===== src/rtl/seq_eq_cmp.sv =====
// Bit-serial W-bit equality comparator built around a 1-bit equality cell.
// Optional macro SEQ_EQ_EARLY_EXIT_EN: finish as soon as one bit pair differs.

module eq1 (
    input  logic a,
    input  logic b,
    output logic eq
);
    assign eq = ~(a ^ b);
endmodule

// state | meaning
// IDLE  | waiting for start, operands not yet captured
// SHIFT | one bit pair compared per clock, LSB first
// DONE  | one-cycle done pulse, eq carries the new result
module seq_eq_cmp #(
    parameter int W = 8
) (
    input  logic         clk,
    input  logic         reset,
    input  logic         start,
    input  logic [W-1:0] a,
    input  logic [W-1:0] b,
    output logic         busy,
    output logic         done,
    output logic         eq
);
    localparam int CW = $clog2(W + 1);

    typedef enum logic [1:0] {
        ST_IDLE  = 2'd0,
        ST_SHIFT = 2'd1,
        ST_DONE  = 2'd2
    } state_t;

    state_t        state;
    logic [W-1:0]  sa;
    logic [W-1:0]  sb;
    logic [CW-1:0] cnt;
    logic          acc;
    logic          bit_eq;
    logic          last_bit;
    logic          exit_now;

    eq1 u_eq1 (
        .a  (sa[0]),
        .b  (sb[0]),
        .eq (bit_eq)
    );

    assign last_bit = (cnt == CW'(1));

`ifdef SEQ_EQ_EARLY_EXIT_EN
    // A single mismatch settles the result, so later bits are skipped.
    assign exit_now = last_bit | ~bit_eq;
`else
    assign exit_now = last_bit;
`endif

    always_ff @(posedge clk or posedge reset) begin
        if (reset) begin
            state <= ST_IDLE;
            sa    <= '0;
            sb    <= '0;
            cnt   <= '0;
            acc   <= 1'b1;
            busy  <= 1'b0;
            done  <= 1'b0;
            eq    <= 1'b0;
        end else begin
            case (state)
                ST_IDLE: begin
                    done <= 1'b0;
                    if (start) begin
                        sa    <= a;
                        sb    <= b;
                        cnt   <= CW'(W);
                        acc   <= 1'b1;
                        busy  <= 1'b1;
                        state <= ST_SHIFT;
                    end
                end
                ST_SHIFT: begin
                    acc <= acc & bit_eq;
                    sa  <= sa >> 1;
                    sb  <= sb >> 1;
                    cnt <= cnt - CW'(1);
                    if (exit_now) begin
                        eq    <= acc & bit_eq;
                        done  <= 1'b1;
                        state <= ST_DONE;
                    end
                end
                ST_DONE: begin
                    done  <= 1'b0;
                    busy  <= 1'b0;
                    state <= ST_IDLE;
                end
                default: begin
                    done  <= 1'b0;
                    busy  <= 1'b0;
                    state <= ST_IDLE;
                end
            endcase
        end
    end
endmodule


===== config.mk =====
export PLATFORM = sky130hd
export DESIGN_NAME = seq_eq_cmp
export DESIGN_NICKNAME = d
export VERILOG_FILES = /design/src/rtl/seq_eq_cmp.sv
export SDC_FILE = /design/constraint.sdc
export NUM_CORES = 1
export LEC_CHECK = 0
export ABC_AREA = 1
export ABC_CLOCK_PERIOD_IN_PS = 1400
export CAP_MARGIN = 20
export CORE_MARGIN = 5
export CORE_UTILIZATION = 53
export CTS_BUF_LIST = sky130_fd_sc_hd__clkbuf_2 sky130_fd_sc_hd__clkbuf_4 sky130_fd_sc_hd__clkbuf_8
export DETAILED_ROUTE_END_ITERATION = 6
export PLACE_DENSITY = 0.8
export SYNTH_ARGS = -nofsm -noshare
export SYNTH_HDL_FRONTEND = slang
export SYNTH_HIERARCHICAL = 1
export SYNTH_SLANG_ARGS = --single-unit

===== constraint.sdc =====
create_clock -name clk -period 1.4 [get_ports clk]
set_input_delay 0.35 -clock clk [delete_from_list [all_inputs] [get_ports clk]]
set_output_delay 0.35 -clock clk [all_outputs]
set_load 0.05 [all_outputs]

==> results of run 1 <==
[cells in the final DEF, fill, tap and decap left out, types with 2 or more instances in the layout]
cell type / instances
buf_12: 4
nor2_1: 3
clkbuf_4: 3
clkdlybuf4s50_1: 18
nand3_1: 8
inv_1: 24
nand2_1: 44
ha_1: 2
dfrtp_1: 25
o21ai_0: 7
o21ai_1: 23
a21oi_1: 2
buf_4: 5
[through the flow]
step	instances	power (mW)	util	setup slack [ns]	hold WS [ns]
after floorplan	151	2.362	-	0.2966	0.3893
after global placement	201	2.803	0.6878	-0.1089	0.4631
after detailed placement	201	2.896	0.6878	-0.1363	0.4752
after CTS	205	3.267	0.7042	0.1046	0.3195
after global routing	205	3.557	0.7042	0.05731	0.3328
final	205	3.238	0.7042	0.1176	0.3220
[cell usage after synthesis]
cell	instances	area share
ha_1	2	0.020
nand2_1	44	0.14
nand3_1	8	0.033
o21ai_2	1	0.0072
o211ai_1	1	0.0061
o21ai_1	23	0.094
buf_2	3	0.012
a21oi_1	2	0.0082
o22ai_1	1	0.0051
buf_4	1	0.0061
nand2_2	1	0.0051
buf_6	1	0.0092
nor2_1	3	0.0092
inv_1	24	0.074
o21ai_0	7	0.029
inv_2	1	0.0031
dfrtp_1	25	0.51
or2_2	1	0.0051
dfstp_2	1	0.021
nand4_1	1	0.0051
[logic make-up after synthesis]
| group | after synthesis | share of synthesized area |
|---|---|---|
| DFF | 26 | 0.5333 |
| and+or+nand+nor | 58 | 0.1924 |
| buffers and inverters | 30 | 0.1044 |
| AOI/OAI and AO/OA | 35 | 0.1494 |
| adders and majority gates | 2 | 0.02047 |
[registers in the layout, indices dropped and copies added, names as in the netlist]
name / flops
done: 1
sa: 8
cnt: 4
state: 2
busy: 1
eq: 1
sb: 8
acc: 1
[per-layer routing]
metal / vias up / track usage
met3: 2 / 0.02895
met2: 18 / 0.3000
met1: 461 / 0.1991
met5: - / 0
met4: 0 / 0.04967
li1: 528 / -
[final cells by class]
type,count,area share
flip-flops and latches,26,0.4185
multi-input cells,95,0.2843
repair buffers,27,0.1912
inverters,25,0.06024
clock buffers,4,0.02329
well taps,28,0.02249
[power by group]
part           total [mW]  internal [mW]  switching [mW]  leakage (nW)
Clock               0.377          0.159           0.218        0.0210
Sequential           1.34           1.12           0.226         0.309
Combinational        1.52          0.651           0.868         0.454
[how the worst min path moves through the flow]
stage / start / endpoint / slack, ns / cells past startpoint
after floorplan: reset / busy / 0.39 / 1
after global placement: cnt[3] / cnt[3] / 0.46 / 2
after detailed placement: sa[2] / sa[2] / 0.48 / 2
after CTS: reset / eq / 0.32 / 3
after global routing: reset / eq / 0.33 / 3
final: reset / eq / 0.32 / 3
[worst register-to-register path, delay by kind of cell (launching register included)]
| family | cells | cell delay, ns |
|---|---|---|
| AO/OA/AOI/OAI | 1 | 0.08 |
| adder cells (fa/ha/maj) | 1 | 0.21 |
| buffers and inverters | 1 | 0.08 |
| flip-flops | 1 | 0.41 |
| AND/OR/NAND/NOR | 2 | 0.33 |
==> metrics.yaml, run 1 <==
grt:
  grt_use_total: 0.1657
  grt_max_degree: 17
  grt_overflow: 0
  grt_pass1_vias: 1058
  antenna_found_initial: 0
  grt_pass1_wl_um: 4409
drt:
  avgRoutedWirePerCell_um: 11.84
  wl_met1_um: 1067
  met3WireLength_um: 71
  met2WireLength_um: 1265
  routed_wl_um: 2427
  drt-pass1-iter-count: 4
  vias: 1009
  drc: 0
  drt-vias-per-instance: 4.922
  drt-initial-drc-count: 22
  ant_nets: 0
  topRoutingLayerUsed: "met4"
setup_path:
  cp_top_family: "flip-flops"
  cp_cell_sequence: "buf_12"
  arrival_ns: 0.93
  crit_path_end_kind: "output pin"
  critPathBufInv: 1
  cp_slowest_cell: "dfrtp_1"
  rr_endpoint: "cnt[2]"
  cp-endpoint: "eq"
  startpoint: "eq"
  crit_type: "register to output pin"
  crit-reg2reg-launch: "cnt[0]"
  required_ns: 1.05
  ff2ff_setup_slack_ns: 0.18
  worst-path-stages: 1
  reg2reg_depth: 5
  cp-start-kind: "register"
  cp_max_fo: 2
  slowest_delay_ns: 0.45
layout:
  register_area_um2: 651.9
  fill_cells: 189
  multiInputGateArea_um2: 442.9
  syn_to_final_growth_pct: 27.43
  final_nets: 199
  n_antenna_cell: 0
  fin_area_um2: 1558
  drive_gt1_frac: 0.1017
timing:
  hold_viol: 0
  tns_ns: 0
  finClkSkew_ns: 0.004252
  fmaxAchievable_mhz: 779.8
  tightest_slew_ns: 0.2503
  setup_viol: 0
  drv_slew: 0
  rsz0062_at_grt: "false"
  slew_headroom: 0.8326
  timing.final.crit_period_ns: 1.282
  post-route-period-util: 0.9160
cts:
  cts_buffers: 3
  clock_path_buffers: 2
  clock-sinks: 26
  cts_tree: "done"
  clk_pin_slew_ns: 0.14
  cts_root_buf: "clkbuf_4"
  post_cts_buffers: 0
  cts_resized: 0
  htreeDepth: 1
  hold_buffers: 0
  clk_latency_ns: 0.31
synth:
  syn_area_um2: 1222
  syn_avg_cell_area_um2: 8.096
  yosys_warnings: 6
  ys_seq_area_frac: 0.5333
  synthCells: 151
  synth.distinct_cells: 20
  synth-seq-cells: 26
  synth_fp_nets: 172
floorplan:
  dieWidth_um: 58.03
  io_pins: 22
  core_um2: 2212
  rows: 17
  die_y_um: 58.03
  initial_core_util: 0.5526
  die_area_um2: 3367
place:
  io_buffer_count: 21
  dp_hpwl_um: 1880
  gp_congestion: 0.7477
  placed_cell_area_um2: 1521
flow_run:
  drv_cap: 0
power:
  power.density_nw_per_um2: 2078
  ir_drop_mv: 1.198
  p_leak_nw: 0.7838
hold_path:
  hold_class: "primary input to async pin"
run_status:
  status: "complete, no violations"
No activity file was read; power rests on OpenSTA's default activity.
==> inputs of run 2 (changes only) <==
REMOVE_ABC_BUFFERS = 1   (was unset)
==> run 2 against run 1 <==
- utilization up 0.68 points
- flip-flop and latch count unchanged
- largest cell class unchanged
- worst hold slack got worse by 0.0027 ns
- first-iteration DRC count down 4.5%
- clock-buffer cell count is the same
- fmax grew 0.65%
- largest power group unchanged
- highest routed layer unchanged
- setup slack improved by 0.0083 ns
- register-to-register slack worse by 0.05 ns
- clock skew up 0.0029 ns
- final area rose by 0.96%
- wire length increased by 3.2%
==> metrics.yaml, run 2 (synthesis results as in run 1) <==
run_status:
  status: "complete, no violations"  # unchanged
place:
  dp_cells: 203  # was 201
  placed_cell_area_um2: 1536  # was 1521 um2
  gp_congestion: 0.7903  # was 0.7477
  io_buffer_count: 21  # unchanged
  dp_hpwl_um: 1948  # was 1880 um
  dpl_worst_slack_ns: -0.1225  # was -0.1363 ns
layout:
  fill_cells: 183  # was 189
  drive_gt1_frac: 0.1117  # was 0.1017
  utilization: 0.7110  # was 0.7042
  fin_area_um2: 1573  # was 1558 um2
  n_antenna_cell: 0  # unchanged
  syn_to_final_growth_pct: 28.66  # was 27.43%
  mostFrequentLayoutCell: "nand2_1"  # unchanged
  final_cells: 207  # was 205
  final_cell_mix: "nand2_1, dfrtp_1, inv_1"  # unchanged
  reg_top3: "sa (8), sb (8), cnt (4)"  # unchanged
  final_nets: 201  # was 199
timing:
  slew_headroom: 0.8247  # was 0.8326
  setup_viol: 0  # unchanged
  hold_viol: 0  # unchanged
  rsz0062_at_grt: "false"  # unchanged
  post-route-period-util: 0.9100  # was 0.9160
  drv_slew: 0  # unchanged
  fmaxAchievable_mhz: 784.9  # was 779.8 MHz
  tightest_slew_ns: 0.2623  # was 0.2503 ns
  tns_ns: 0  # unchanged
  finClkSkew_ns: 0.007116  # was 0.004252 ns
  fin_hold_ws_ns: 0.3193  # was 0.3220 ns
  timing.final.crit_period_ns: 1.274  # was 1.282 ns
  setup_slack_ns: 0.1260  # was 0.1176 ns
drt:
  drt-pass1-iter-count: 4  # unchanged
  drc: 0  # unchanged
  avgRoutedWirePerCell_um: 12.10  # was 11.84 um
  drt-vias-per-instance: 5.019  # was 4.922
  routed_wl_um: 2504  # was 2427 um
  ant_nets: 0  # unchanged
  drt-initial-drc-count: 21  # was 22
  vias: 1039  # was 1009
grt:
  grt_overflow: 0  # unchanged
  grt_use_total: 0.1742  # was 0.1657
  grt_pass1_wl_um: 4657  # was 4409 um
  grt_max_degree: 24  # was 17
  antenna_found_initial: 0  # unchanged
  grt_pass1_vias: 1085  # was 1058
hold_path:
  hold_class: "primary input to async pin"  # unchanged
cts:
  cts_root_buf: "clkbuf_4"  # unchanged
  htreeDepth: 1  # unchanged
  clk_pin_slew_ns: 0.14  # about the same
  clock_path_buffers: 2  # unchanged
  post_cts_buffers: 0  # unchanged
  hold_buffers: 0  # unchanged
  cts_tree: "done"  # unchanged
  cts_resized: 0  # unchanged
  clk_latency_ns: 0.32  # was 0.31 ns
  cts_buffers: 3  # unchanged
  clock-sinks: 26  # unchanged
power:
  power.density_nw_per_um2: 2087  # was 2078 nW/um2
  clkPwrFrac: 0.115  # was 0.116
  intPower_mw: 1.949  # was 1.927 mW
  pwr-share-seq: 0.406  # was 0.415
  power_mw: 3.282  # was 3.238 mW
  ir_drop_mv: 1.326  # was 1.198 mV
  p_sw_frac: 0.4061  # was 0.4049
  p_leak_nw: 0.7947  # was 0.7838 nW
  combPwrFrac: 0.479  # was 0.469
  p_sw_mw: 1.333  # was 1.311 mW
floorplan:
  die_area_um2: 3367  # unchanged
  core_um2: 2212  # unchanged
  dieWidth_um: 58.03  # unchanged
  die_y_um: 58.03  # unchanged
  rows: 17  # unchanged
  io_pins: 22  # unchanged
  initial_core_util: 0.5526  # unchanged
setup_path:
  critPathBufInv: 1  # unchanged
  arrival_ns: 0.92  # was 0.93 ns
  required_ns: 1.05  # about the same
  cp_max_fo: 2  # unchanged
  crit_type: "register to output pin"  # unchanged
  cp_top_family: "flip-flops"  # unchanged
  cp_cell_sequence: "buf_12"  # unchanged
  crit_path_end_kind: "output pin"  # unchanged
  slowest_delay_ns: 0.44  # was 0.45 ns
  cp_slowest_cell: "dfrtp_1"  # unchanged
  cp-start-kind: "register"  # unchanged
flow_run:
  drv_cap: 0  # unchanged
==> run 2: power by group through the flow <==
stage	Clock [mW]	Sequential (mW)	Combinational [mW]
floorplan	0	1.40	0.892
global placement	0	1.33	1.49
detailed placement	0	1.35	1.58
CTS	0.380	1.33	1.58
global route	0.412	1.38	1.78
finish	0.379	1.33	1.57
==> run 2: worst paths after layout <==
path	slack, ns	endpoint	cells after the start	from
setup reg to reg	0.13	cnt[3]	6	state[1]
setup / recovery	0.13	done	1	done
hold / removal	0.32	busy	3	reset
min in group clk	0.50	sa[2]	2	sa[2]
hold reg to reg	0.50	sa[2]	2	sa[2]
max in group asynchronous	0.86	acc	3	reset
==> run 2: area by class of cell <==
class	count	area (um2)	share of cell area
clock buffers	4	36.28	0.02307
inverters	25	93.84	0.05967
multi-input cells	95	442.9	0.2816
flip-flops and latches	26	651.9	0.4145
well taps	28	35.03	0.02228
repair buffers	29	312.8	0.1989
==> run 2: routing by layer <==
| metal | GRT usage | vias to the layer above | routed length, um | part of all wire |
|---|---|---|---|---|
| met4 | 0.03974 | 0 | 23 | 0.0092 |
| li1 | - | 534 | - | - |
| met5 | 0 | - | 0 | 0 |
| met2 | 0.2984 | 15 | 1258 | 0.50 |
| met3 | 0.02227 | 4 | 84 | 0.034 |
| met1 | 0.2354 | 486 | 1136 | 0.45 |
==> inputs of run 3 (changes only) <==
PLACE_DENSITY = 0.87   (was 0.8)
==> run 3 against run 2 <==
- first-iteration DRC count grew 76%
- global-route usage grew 0.18 points
- critical endpoint is now eq
- clock power grew 33%
- worst hold slack gained 0.023 ns
==> metrics.yaml, run 3 (synthesis results as in run 1) <==
power:
  p_leak_nw: 0.7971  # was 0.7947 nW
  ir_drop_mv: 1.315  # was 1.326 mV
  power.density_nw_per_um2: 2156  # was 2087 nW/um2
  power_mw: 3.409  # was 3.282 mW
setup_path:
  required_ns: 1.05  # about the same
  cp_max_fo: 2  # unchanged
  slowest_delay_ns: 0.44  # about the same
  crit_path_end_kind: "output pin"  # unchanged
  cp_cell_sequence: "buf_12"  # unchanged
  crit_type: "register to output pin"  # unchanged
  critPathBufInv: 1  # unchanged
  arrival_ns: 0.91  # was 0.92 ns
  worst-path-stages: 1  # unchanged
  cp_top_family: "flip-flops"  # unchanged
  reg2reg_depth: 5  # was 6
  cp-start-kind: "register"  # unchanged
  cp_slowest_cell: "dfrtp_1"  # unchanged
cts:
  hold_buffers: 0  # unchanged
  htreeDepth: 1  # unchanged
  clk_pin_slew_ns: 0.14  # about the same
  clock_path_buffers: 2  # unchanged
  post_cts_buffers: 0  # unchanged
  cts_tree: "done"  # unchanged
  cts_resized: 0  # unchanged
  cts_root_buf: "clkbuf_4"  # unchanged
  cts_buffers: 3  # unchanged
  clock-sinks: 26  # unchanged
  clk_latency_ns: 0.31  # was 0.32 ns
timing:
  fmaxAchievable_mhz: 791.1  # was 784.9 MHz
  finClkSkew_ns: 0.002053  # was 0.007116 ns
  rsz0062_at_grt: "false"  # unchanged
  setup_viol: 0  # unchanged
  post-route-period-util: 0.9029  # was 0.9100
  tns_ns: 0  # unchanged
  timing.final.crit_period_ns: 1.264  # was 1.274 ns
  drv_slew: 0  # unchanged
  hold_viol: 0  # unchanged
  slew_headroom: 0.8325  # was 0.8247
  tightest_slew_ns: 0.2506  # was 0.2623 ns
place:
  dp_hpwl_um: 1946  # was 1948 um
  dp_cells: 202  # was 203
  gp_congestion: 0.7765  # was 0.7903
  io_buffer_count: 21  # unchanged
layout:
  syn_to_final_growth_pct: 29.38  # was 28.66%
  final_cell_mix: "nand2_1, dfrtp_1, inv_1"  # unchanged
  final_cells: 206  # was 207
  final_nets: 200  # was 201
  drive_gt1_frac: 0.1067  # was 0.1117
  reg_top3: "sa (8), sb (8), cnt (4)"  # unchanged
  utilization: 0.7149  # was 0.7110
  mostFrequentLayoutCell: "nand2_1"  # unchanged
  n_antenna_cell: 0  # unchanged
  fill_cells: 168  # was 183
flow_run:
  drv_cap: 0  # unchanged
drt:
  vias: 1064  # was 1039
  drt-vias-per-instance: 5.165  # was 5.019
  drt-initial-drc-count: 37  # was 21
  routed_wl_um: 2621  # was 2504 um
  avgRoutedWirePerCell_um: 12.72  # was 12.10 um
  ant_nets: 0  # unchanged
  drt-pass1-iter-count: 4  # unchanged
  drc: 0  # unchanged
floorplan:
  dieWidth_um: 58.03  # unchanged
  core_um2: 2212  # unchanged
  die_y_um: 58.03  # unchanged
  initial_core_util: 0.5526  # unchanged
  io_pins: 22  # unchanged
  die_area_um2: 3367  # unchanged
  rows: 17  # unchanged
grt:
  grt_pass1_wl_um: 4602  # was 4657 um
  grt_use_total: 0.1760  # was 0.1742
  antenna_found_initial: 0  # unchanged
  grt_overflow: 0  # unchanged
  grt_max_degree: 27  # was 24
  grt_pass1_vias: 1079  # was 1085
hold_path:
  hold_class: "primary input to async pin"  # unchanged
run_status:
  status: "complete, no violations"  # unchanged
## run 3: changes by cell type in the layout (fill, tap and decap cells not counted)
| cell | delta |
|---|---|
| bufinv_16 | +1 |
| buf_4 | -1 |
| clkbuf_8 | -1 |
## run 3: worst paths after layout
kind | from | endpoint | slack [ns]
max reg2reg | state[0] | sb[5] | 0.15
min in group clk | sb[3] | sb[3] | 0.50
min reg2reg | sb[3] | sb[3] | 0.50
max in group asynchronous | reset | acc | 0.84
max | eq | eq | 0.14
min | reset | sb[3] | 0.34
## run 3: layout make-up
cell class	instances	area (um2)	share of cell area
multi-input combinational	95	442.9	0.2801
timing repair buffer	28	305.3	0.1930
tap	28	35.03	0.02215
clock inverter	1	30.03	0.01899
sequential	26	651.9	0.4122
clock buffer	3	22.52	0.01424
inverter	25	93.84	0.05934
## run 3: layer usage
layer	up-vias	global-route usage	share of wire
li1	526	-	-
met1	512	0.2066	0.41
met2	24	0.3226	0.54
met3	2	0.03786	0.037
met4	0	0.04636	0.0084
met5	-	0	0
## run 3: worst reg2reg max path: cells and delay by family, from the launching register on
family | cells | cell delay (ns)
AND/OR/NAND/NOR | 2 | 0.24
AO/OA/AOI/OAI | 2 | 0.23
flip-flops | 1 | 0.44
buffers and inverters | 1 | 0.24
## run 3: power by group
group	switching, mW	total [mW]	internal [mW]
registers	0.226	1.34	1.12
logic	0.922	1.56	0.639
clock network	0.215	0.505	0.289
total	1.36	3.41	2.05
## run 3: metrics by stage
step / cell area, um2 / setup slack (ns) / hold WS, ns
after floorplan: 1189 / 0.1600 / 0.3893
after global placement: 1529 / -0.04003 / 0.4618
after detailed placement: 1529 / -0.08325 / 0.4666
after CTS: 1582 / 0.1168 / 0.3411
after global routing: 1582 / 0.07662 / 0.3421
final: 1582 / 0.1360 / 0.3419
